**src/rtl/rojo_upd_handshake.sv**
```systemverilog
// Rojobot update handshake: brings the asynchronous update strobe into HCLK,
// snapshots BotInfo per update and holds an interrupt flag until the CPU acknowledges it.
module rojo_upd_handshake #(
    parameter int SYNC_STAGES = 2,
    parameter int MISS_W      = 8,
    parameter int UPD_W       = 16
) (
    input  logic              HCLK,
    input  logic              HRESETn,
    input  logic              bot_upd_async,
    input  logic [31:0]       bot_info_in,
    input  logic              int_ack,
    input  logic              clr_cnt,
    output logic              bot_upd_sync,
    output logic [31:0]       bot_info_snap,
    output logic [UPD_W-1:0]  upd_cnt,
    output logic [MISS_W-1:0] miss_cnt,
    output logic              busy
);

    typedef enum logic [1:0] {
        ST_IDLE  = 2'd0,
        ST_PEND  = 2'd1,
        ST_ACKED = 2'd2
    } state_t;

    function automatic logic [MISS_W-1:0] sat_inc(input logic [MISS_W-1:0] v);
        return (&v) ? v : v + 1'b1;
    endfunction

    logic [SYNC_STAGES-1:0] sync_q, sync_d;
    logic                   s_prev_q;
    logic                   int_ack_q;
    state_t                 state_q, state_d;
    logic                   deferred_q, deferred_d;
    logic                   flag_q, busy_q;
    logic [31:0]            snap_q, snap_d;
    logic [UPD_W-1:0]       upd_cnt_q, upd_cnt_d;
    logic [MISS_W-1:0]      miss_cnt_q, miss_cnt_d;

    logic upd_edge;
    logic ack_rise;
    logic miss_inc;

    // Synchronizer input side and edge/acknowledge detection
    assign sync_d   = {sync_q[SYNC_STAGES-2:0], bot_upd_async};
    assign upd_edge = sync_q[SYNC_STAGES-1] & ~s_prev_q;
    assign ack_rise = int_ack & ~int_ack_q;

    always_comb begin
        state_d    = state_q;
        deferred_d = deferred_q;
        miss_inc   = 1'b0;
        case (state_q)
            ST_IDLE: begin
                // An update while the CPU still holds int_ack high must wait for
                // the release, otherwise the flag would rise under a stale ack.
                if (upd_edge) begin
                    if (int_ack) begin
                        state_d    = ST_ACKED;
                        deferred_d = 1'b1;
                    end else begin
                        state_d = ST_PEND;
                    end
                end
            end
            ST_PEND: begin
                if (ack_rise) begin
                    state_d    = ST_ACKED;
                    deferred_d = upd_edge;
                end else if (upd_edge) begin
                    miss_inc = 1'b1;
                end
            end
            ST_ACKED: begin
                if (upd_edge) begin
                    if (deferred_q) begin
                        miss_inc = 1'b1;
                    end else begin
                        deferred_d = 1'b1;
                    end
                end
                if (!int_ack) begin
                    state_d    = (deferred_q || upd_edge) ? ST_PEND : ST_IDLE;
                    deferred_d = 1'b0;
                end
            end
            default: begin
                state_d    = ST_IDLE;
                deferred_d = 1'b0;
            end
        endcase
    end

    always_comb begin
        snap_d     = snap_q;
        upd_cnt_d  = upd_cnt_q;
        miss_cnt_d = miss_cnt_q;
        if (upd_edge) begin
            snap_d = bot_info_in;
        end
        if (clr_cnt) begin
            upd_cnt_d  = '0;
            miss_cnt_d = '0;
        end else begin
            if (upd_edge) begin
                upd_cnt_d = upd_cnt_q + 1'b1;
            end
            if (miss_inc) begin
                miss_cnt_d = sat_inc(miss_cnt_q);
            end
        end
    end

    // State, counters and output registers
    always_ff @(posedge HCLK) begin
        if (!HRESETn) begin
            sync_q     <= '0;
            s_prev_q   <= 1'b0;
            int_ack_q  <= 1'b0;
            state_q    <= ST_IDLE;
            deferred_q <= 1'b0;
            flag_q     <= 1'b0;
            busy_q     <= 1'b0;
            snap_q     <= '0;
            upd_cnt_q  <= '0;
            miss_cnt_q <= '0;
        end else begin
            sync_q     <= sync_d;
            s_prev_q   <= sync_q[SYNC_STAGES-1];
            int_ack_q  <= int_ack;
            state_q    <= state_d;
            deferred_q <= deferred_d;
            flag_q     <= (state_d == ST_PEND);
            busy_q     <= (state_d != ST_IDLE);
            snap_q     <= snap_d;
            upd_cnt_q  <= upd_cnt_d;
            miss_cnt_q <= miss_cnt_d;
        end
    end

    assign bot_upd_sync  = flag_q;
    assign bot_info_snap = snap_q;
    assign upd_cnt       = upd_cnt_q;
    assign miss_cnt      = miss_cnt_q;
    assign busy          = busy_q;

endmodule
```
**config.mk**
```make
export PLATFORM = sky130hd
export DESIGN_NAME = rojo_upd_handshake
export DESIGN_NICKNAME = d
export VERILOG_FILES = /design/src/rtl/rojo_upd_handshake.sv
export SDC_FILE = /design/constraint.sdc
export NUM_CORES = 1
export LEC_CHECK = 0
export CELL_PAD_IN_SITES_DETAIL_PLACEMENT = 1
export CELL_PAD_IN_SITES_GLOBAL_PLACEMENT = 2
export CORE_MARGIN = 1
export CORE_UTILIZATION = 26
export CTS_CLUSTER_DIAMETER = 120
export DETAILED_ROUTE_END_ITERATION = 6
export PLACE_DENSITY_LB_ADDON = 0.25
export SLEW_MARGIN = 30
export SYNTH_ARGS = -nofsm -noshare
export SYNTH_HDL_FRONTEND = slang
export SYNTH_SLANG_ARGS = --single-unit
```
**constraint.sdc**
```tcl
create_clock -name HCLK -period 2.26 [get_ports HCLK]
set_input_delay 0.452 -clock HCLK [delete_from_list [all_inputs] [get_ports HCLK]]
set_output_delay 0.452 -clock HCLK [all_outputs]
set_load 0.02 [all_outputs]
```
==> metrics.txt <==
run status completed; Final Hold Fails 0; Final Setup Violations 0; Remaining DRCs 0; synth top area cells dfxtp_1 47%, nand2_1 11%, a21boi_0 7.3%, ha_1 2.7%, nor2_1 2.0%; Tot GR Track Use 14.5%; initial antenna violation count 0; crit path cell chain inv_1 > ha_1 > a22oi_1 > o311ai_0 > o31ai_1; drt pass-1 iters 4; vias per cell 4.71; # resized after CTS 0; pin count of the biggest net entering global routing 35; largest family of logic cells by synthesized area simple AND/OR/NAND/NOR gates; FILL cells 1213; Final HPWL DP 5290 um; post-synthesis simple-gate area fraction 25.4%; leading area contributor after synthesis dfxtp_1; Final period util 88.0%; vias 2644; sequential area share after synthesis 46.9%; share of the synthesized area in the top cell type 46.9%; worst hold path type flop to flop; Crit path largest cell delay 0.74 ns; total CTS buffers 9; Ys Warns 0; CTS H-tree depth 3; post-CTS setup buffer count 0; Final Non-Filler Cells 561; Routed Antenna Nets 0; Crit-path slowest cell a22oi_1; post-synthesis cell type count 45; Synth Area per Inst 8.57 um^2; Slew headroom 39.2%; area grow syn2layout 46.1%; Least-Margin Pin Slew 0.911 ns; number of flops mapped to enable cells by yosys 0; Initial DRC Count 39; flops & latches, synth 65; Max VDD drop 0.204 mV; dpl cells 545; Die ar. 0.0111 mm^2; clock sink total 65; CTS tree yes; Worst-Skew Late Latency 0.34 ns; unrepaired setup endpoints after global routing false; initial core utilization 26.9%; Die X 105 um; CP Data Required Time 2.50 ns; port bufs 94; hold_buf cts 0; CORE AREA 0.0103 mm^2; grt ovf 0; Synth Cell Area 0.00278 mm^2; # diodes 0; WHS 0.441 ns; Critical Path End Type flop; post-synthesis xor/xnor area fraction 3.15%; setup tns final 0 ns; Static Leak 1.38 nW; Placement Rows 37; Root Driver clkbuf_8; mux cell area share after synthesis 0.721%; syn_nets 367; final WL 7590 um; Worst Path Arrival 2.23 ns; CP Max Fanout 12; drt wl/cell 13.5 um; critical path type flop to flop; clock transition at the registers of the reported paths 0.08 ns; Post-Synth Adder-Cell Area 2.70%; Setup Skew 0.0126 ns; vias in the first global route 2692; share of cells above drive strength 1 6.12%; Cell Pwr Density 576 mW/mm^2; predominant post-synthesis flop cell dfxtp_1; GPL Wtd Cong 0.763; die height 105 um; fin. max-slew vios 0; Fmax 0.503 GHz; CTS max path bufs 2; Syn Inst Count 324; post-layout net count 463; # IOs 95; Max Cap Viol 0; ys async rst share 0%; Setup crit start kind flop; global-route wire length before repair 12800 um; Compound-Gate Fraction of Synth Area 17.8%; Tmin final 1.99 ns
[cell families after synthesis]
family                   Yosys count
flip-flops                        65
multiplexers                       2
adder cells (fa/ha/maj)            6
buffers and inverters             24
AND/OR/NAND/NOR                  149
XOR/XNOR                          10
AO/OA/AOI/OAI                     68
[where the power goes]
part / switching, mW / total (mW) / internal [mW]
Clock: 0.477 / 0.877 / 0.399
Combinational: 0.127 / 0.269 / 0.142
Sequential: 0.0174 / 1.19 / 1.18
Total: 0.621 / 2.34 / 1.72
[critical path, delay by kind of cell (launching register included)]
| kind | cells | cell delay (ns) |
|---|---|---|
| buf+inv | 1 | 0.11 |
| fa+ha+maj | 1 | 0.25 |
| compound gates | 3 | 1.12 |
| flops | 1 | 0.41 |
[layout by cell type, fill, tap and decap left out, types with 3 or more instances in the layout]
cell type,count
a21boi_1,6
a21boi_0,27
nand2_1,83
nand3_1,5
or4_1,6
nand2b_1,5
o21ai_1,3
o21ai_0,3
inv_1,6
clkdlybuf4s50_1,94
nor2_1,15
o31ai_1,5
buf_4,9
dfxtp_1,65
xor2_1,6
clkinvlp_4,3
ha_1,6
and3_1,6
nor3_1,3
a21oi_1,8
clkbuf_8,9
and2_1,6
xnor2_1,4
nand4_1,6
[stage by stage]
step | power [mW] | instance area (um^2) | util, % | setup WS, ns
floorplan | 1.34 | 2780 | - | 0.534
global placement | 1.49 | 3880 | 37.6 | 0.0840
detailed placement | 1.49 | 3880 | 37.6 | -0.000476
CTS | 2.40 | 4060 | 39.3 | 0.248
global route | 2.47 | 4060 | 39.3 | 0.0318
finish | 2.34 | 4060 | 39.3 | 0.272
[per-layer routing]
layer | vias to the layer above | GRT usage [%] | share of wire, % | wire [um]
li1 | 1309 | - | - | -
met1 | 1253 | 17.4 | 46 | 3470
met2 | 70 | 22.7 | 44 | 3320
met3 | 12 | 6.06 | 8.9 | 679
met4 | 0 | 6.34 | 1.7 | 126
met5 | - | 0 | 0 | 0
[synthesized netlist by cell type, types with 2 or more instances]
cell,instances
o41ai_1,2
ha_1,6
nand4b_1,2
nand2_1,83
o21ai_0,3
o21ai_1,3
nor2b_1,3
o311ai_1,2
a21oi_1,8
and2_1,6
buf_1,4
o311ai_0,2
o31ai_1,5
nand4_1,6
or3_1,2
buf_2,4
o211ai_1,2
xnor2_1,4
xor2_1,6
nor3_1,3
nand2b_1,5
nand3_1,5
nor2_1,15
mux2i_1,2
a21boi_1,6
clkbuf_1,10
inv_1,6
a21boi_0,27
or4_1,6
dfxtp_1,65
and3_1,6
nand3b_1,2
[area by class of cell]
type	count	area [um^2]	area share, %
clock buffers	10	128	3.15
clock inverters	6	45.0	1.11
inverters	6	22.5	0.555
multi-input cells	235	1380	34.1
flip-flops and latches	65	1300	32.1
well taps	136	170	4.19
repair buffers	103	1010	24.9
[final timing paths]
| kind | start | slack (ns) | cells after the start | to |
|---|---|---|---|---|
| min reg2reg | sync_q[0] | 0.44 | 1 | sync_q[1] |
| max reg2reg | state_q[0] | 0.27 | 5 | miss_cnt[1] |
| max | state_q[0] | 0.27 | 5 | miss_cnt[1] |
| min | sync_q[0] | 0.44 | 1 | sync_q[1] |
[flip-flops by register name, indices dropped and copies added, names as in the netlist]
signal / cells
bot_upd_sync: 1
deferred_q: 1
sync_q: 2
s_prev_q: 1
upd_cnt: 16
miss_cnt: 8
bot_info_snap: 32
int_ack_q: 1
busy: 1
state_q: 2
Note: power is estimated with default switching activity, not from simulation.
==> RTL edit 1: new RTL, config.mk and constraints unchanged <==
Set the parameter `MISS_W` to 6 (it was 8).
--- a/src/rtl/rojo_upd_handshake.sv
+++ b/src/rtl/rojo_upd_handshake.sv
@@ -3,5 +3,5 @@
 module rojo_upd_handshake #(
     parameter int SYNC_STAGES = 2,
-    parameter int MISS_W      = 8,
+    parameter int MISS_W      = 6,
     parameter int UPD_W       = 16
 ) (
Interface: changed (resized miss_cnt); port bits go from 95 to 93. The function was not compared with the original's and may differ.
==> RTL edit 1 against the original RTL <==
Worst setup slack gained 72 ps. Count of clock-buffer cells in the layout unchanged. Power increased by 4.9%. Critical path type is now register to output port. Area after synthesis is 1.6% lower. Highest routed layer unchanged. Critical path depth down 4. Sequential cell count fell by 2. Wire length fell by 3.3%. Via count fell by 5.1%. Worst hold slack improved by 5.8 ps. Register-to-register slack improved by 200 ps. Cell area is 0.89% lower.
==> RTL edit 1: results (changes against the original RTL) <==
Worst path max stage delay -> 660 ps (was 740 ps)
Top cells by area, synth -> dfxtp_1 (46%), nand2_1 (11%), a21boi_0 (8.5%), ha_1 (2.7%), nor2_1 (2.6%) (was dfxtp_1 (47%), nand2_1 (11%), a21boi_0 (7.3%), ha_1 (2.7%), nor2_1 (2.0%))
Top delay family on crit path -> buffers and inverters (was compound AO/OA/AOI/OAI gates)
Reg2Reg Setup Slack -> 470 ps (was 270 ps)
Via count normalized by instance count -> 4.547 (was 4.713)
Final non-clock buffer share -> 0.2458 (was 0.2485)
First-pass GRT wire length -> 12480 um (was 12770 um)
Clock Network Area Fraction -> 0.05134 (was 0.04255)
Post-synthesis sequential area ratio -> 0.4617 (was 0.4687)
Routed wire length on met2 -> 3163 um (was 3317 um)
Finished Core Util -> 0.3931 (was 0.3930)
Post-synthesis share of cell area spent on full adders, half adders and majority gates -> 0.02749 (was 0.02704)
Maximum number of pins on one net before global-route repair -> 34 (was 35)
Met3 Resource Use GR -> 0.07519 (was 0.06061)
Via count of the first global-routing pass -> 2598 (was 2692)
Synthesized-area fraction occupied by ao, oa, aoi and oai cells -> 0.1855 (was 0.1776)
Count of port buffers added during placement -> 92 (was 94)
Total Routing Usage GR -> 0.1420 (was 0.1453)
FF-to-FF Start -> sync_q[1]$_SDFF_PN0_ (was state_q[0]$_SDFF_PN0_)
Fraction of synthesized area in multiplexers -> 0.007329 (was 0.007210)
Instance area at placement -> 3815 um^2 (was 3885 um^2)
Fraction of final layout cells with drive strength greater than 1 -> 0.08413 (was 0.06118)
Post-Route Hold Slack -> 446.8 ps (was 440.9 ps)
Syn-to-layout area delta -> 47.23% (was 46.15%)
Cell leakage power -> 0.001448 uW (was 0.001385 uW)
Area taken by flip-flops and latches -> 1261 um^2 (was 1301 um^2)
Final net count -> 454 (was 463)
Worst rel slew slack -> 0.6653 (was 0.3925)
Gp weighted congestion -> 0.7815 (was 0.7627)
Highest fanout seen on the critical path -> 7 (was 12)
XOR/XNOR Fraction of Synth Area -> 0.02886 (was 0.03155)
Number of fill cells -> 1176 (was 1213)
Post-layout instance count excluding filler cells -> 552 (was 561)
Met2 capacity usage during global routing -> 0.2181 (was 0.2270)
Detailed router's first-iteration violation count -> 46 (was 39)
Worst Reg-to-Reg Cells -> 4 (was 5)
Setup clock skew after layout -> 12.76 ps (was 12.65 ps)
Per-instance average area after synthesis -> 8.644 um^2 (was 8.569 um^2)
Hold path endpoint -> sync_q[1]$_SDFF_PN0_ (unchanged)
Result of the run -> finished clean (unchanged)
Clock buffers -> 10 (unchanged)
Multi-input gates -> 230 (was 235)
Number of distinct library cell variants in the gate-level netlist after synthesis -> 50 (was 45)
Top post-synthesis cells by count -> nand2_1 (83), dfxtp_1 (63), a21boi_0 (31), nor2_1 (19), clkbuf_1 (10) (was nand2_1 (83), dfxtp_1 (65), a21boi_0 (27), nor2_1 (15), clkbuf_1 (10))
Register bit count reported by yosys -> 63 (was 65)
Post-Place Cells -> 536 (was 545)
-- RTL edit 1: power by group --
group / switching (uW) / leakage (uW) / total [uW] / internal [uW]
sequential: 19.4 / 0.000511 / 1160 / 1140
combinational: 128 / 0.000834 / 271 / 143
clock: 477 / 0.000103 / 1020 / 545
total: 624 / 0.00145 / 2450 / 1830
-- RTL edit 1: how the worst max path moves through the flow --
stage	slack [ps]	end	from	cells after the start
3_3_place_gp	160	miss_cnt[0]$_SDFFE_PP0P_	int_ack	5
5_1_grt	270	upd_cnt[11]	upd_cnt[11]$_SDFFE_PP0P_	1
4_1_cts	310	upd_cnt[11]	upd_cnt[11]$_SDFFE_PP0P_	1
2_1_floorplan	620	upd_cnt[12]$_SDFFE_PP0P_	upd_cnt[0]$_SDFFE_PP0P_	5
3_5_place_dp	140	miss_cnt[0]$_SDFFE_PP0P_	int_ack	5
6_report	340	upd_cnt[11]	upd_cnt[11]$_SDFFE_PP0P_	1
==> RTL edit 2: new RTL, same flow settings <==
Without the edit above. Remove the register `flag_q`: a continuous assignment takes its place, so the output `bot_upd_sync` follows one clock earlier.
--- a/src/rtl/rojo_upd_handshake.sv
+++ b/src/rtl/rojo_upd_handshake.sv
@@ -121,5 +121,4 @@
             state_q    <= ST_IDLE;
             deferred_q <= 1'b0;
-            flag_q     <= 1'b0;
             busy_q     <= 1'b0;
             snap_q     <= '0;
@@ -132,5 +131,4 @@
             state_q    <= state_d;
             deferred_q <= deferred_d;
-            flag_q     <= (state_d == ST_PEND);
             busy_q     <= (state_d != ST_IDLE);
             snap_q     <= snap_d;
@@ -139,4 +137,6 @@
         end
     end
+
+    assign flag_q = (state_d == ST_PEND);
 
     assign bot_upd_sync  = flag_q;
Formal check against the unedited RTL: not equivalent (Yosys sat finds a counterexample within 4 cycles, from zero or initial values and one cycle with HRESETn low).
==> RTL edit 2 against the original RTL <==
Cell area up 3.2%. Global-route usage up 0.10 points. Combinational power up 8.2%. Wire length down 1.3%. Largest power group unchanged. Final cell count down 0.36%. Area after synthesis down 2.1%. Power up 6.2%. Non-clock buffer count up 10. Count of clock-buffer cells in the layout up 1. Sequential cell count down 1. Worst setup slack worse by 260 ps. Maximum frequency down 12%. Synthesized cell count down 3.7%. Critical endpoint is now bot_upd_sync. First-iteration DRC count down 10%.
==> RTL edit 2: results (changes against the original RTL) <==
Post-Place Cells -> 542 (was 545)
Syn nets -> 355 (was 367)
Post-synthesis sequential area ratio -> 0.4712 (was 0.4687)
FF-to-FF Start -> s_prev_q$_SDFF_PN0_ (was state_q[0]$_SDFF_PN0_)
Top post-synthesis cells by count -> nand2_1 (78), dfxtp_1 (64), a21boi_0 (32), nor2_1 (30) (was nand2_1 (83), dfxtp_1 (65), a21boi_0 (27), nor2_1 (15), clkbuf_1 (10))
Via count of the first global-routing pass -> 2600 (was 2692)
Post-synthesis share of cell area spent on full adders, half adders and majority gates -> 0.02761 (was 0.02704)
Setup clock skew after layout -> 12.07 ps (was 12.65 ps)
First-pass GRT wire length -> 12710 um (was 12770 um)
Reg2Reg Setup Slack -> 290 ps (was 270 ps)
Destination of the worst register-to-register timing path -> miss_cnt[2]$_SDFFE_PP0P_ (was miss_cnt[1]$_SDFFE_PP0P_)
Post-layout instance count excluding filler cells -> 559 (was 561)
Minimum setup slack after placement -> -637.0 ps (was -0.4756 ps)
Fraction of synthesized area in multiplexers -> 0 (was 0.007210)
Net switching power figure -> 602.7 uW (was 621.4 uW)
Total half-perimeter wirelength after legalization and detailed placement -> 5175 um (was 5294 um)
Top cells by area, synth -> dfxtp_1 (47%), nand2_1 (11%), a21boi_0 (8.8%), nor2_1 (4.1%), xnor2_1 (3.2%) (was dfxtp_1 (47%), nand2_1 (11%), a21boi_0 (7.3%), ha_1 (2.7%), nor2_1 (2.0%))
Worst Reg-to-Reg Cells -> 6 (was 5)
Worst path max stage delay -> 380 ps (was 740 ps)
Gp weighted congestion -> 0.7632 (was 0.7627)
Fraction of final layout cells with drive strength greater than 1 -> 0.1596 (was 0.06118)
XOR/XNOR Fraction of Synth Area -> 0.06443 (was 0.03155)
Highest fanout seen on the critical path -> 3 (was 12)
Result of the run -> finished clean (unchanged)
VDD IR-drop max -> 0.2786 mV (was 0.2040 mV)
Per-instance average area after synthesis -> 8.714 um^2 (was 8.569 um^2)
Maximum number of pins on one net before global-route repair -> 39 (was 35)
Instance area at placement -> 3895 um^2 (was 3885 um^2)
Worst rel slew slack -> 0.6674 (was 0.3925)
Total Routing Usage GR -> 0.1464 (was 0.1453)
==> RTL edit 2: metal layers <==
metal | routed length [um] | track usage | vias to the layer above | part of all wire
li1 | - | - | 1253 | -
met4 | 128 | 0.03673 | 0 | 0.017
met1 | 3150 | 0.1672 | 1199 | 0.42
met2 | 3528 | 0.2365 | 74 | 0.47
met5 | 0 | 0 | - | 0
met3 | 682 | 0.07957 | 11 | 0.091
==> RTL edit 2: what timing repair did <==
item                                    CTS  global route
endpoints found under the setup margin    1             1
gates cloned                              0             0
buffers inserted                          0             1
pin swaps                                 2             5
resized for setup                        15            19
==> RTL edit 2: kinds of logic after synthesis <==
family	count (synthesis)
AND/OR/NAND/NOR	151
flip-flops	64
AO/OA/AOI/OAI	50
buffers and inverters	21
XOR/XNOR	20
adder cells (fa/ha/maj)	6
==> RTL edit 2: metrics by stage <==
stage,utilization,hold WS [ps]
final,0.4207,432.5
after global routing,0.4207,468.1
after CTS,0.4134,437.0
after detailed placement,0.3913,423.9
after global placement,0.3913,416.0
after floorplan,-,411.9
==> RTL edit 2: worst max-delay path by stage <==
stage	from	endpoint	slack, ps	depth (start not counted)
detailed placement	int_ack	bot_upd_sync	-640	6
floorplan	state_q[1]$_SDFF_PN0_	bot_upd_sync	130	4
global route	state_q[1]$_SDFF_PN0_	bot_upd_sync	-90	7
finish	state_q[0]$_SDFF_PN0_	bot_upd_sync	10	7
CTS	s_prev_q$_SDFF_PN0_	bot_upd_sync	0.8	6
global placement	int_ack	bot_upd_sync	-600	6
==> RTL edit 2: power by group through the flow <==
stage | Combinational (uW) | Sequential [uW] | Clock, uW
2_1_floorplan | 93.4 | 1220 | 0
3_3_place_gp | 275 | 1190 | 0
3_5_place_dp | 280 | 1200 | 0
4_1_cts | 283 | 1170 | 1070
5_1_grt | 318 | 1180 | 1130
6_report | 291 | 1170 | 1020
==> RTL edit 2: cell type report <==
type                            count  area [um^2]
Clock buffer                       11        151.4
Multi-Input combinational cell    227         1413
Inverter                            6        27.53
Fill cell                        1169         5767
Tap cell                          133        166.4
Timing Repair Buffer              113         1084
Sequential cell                    64         1291
Clock inverter                      5        55.05
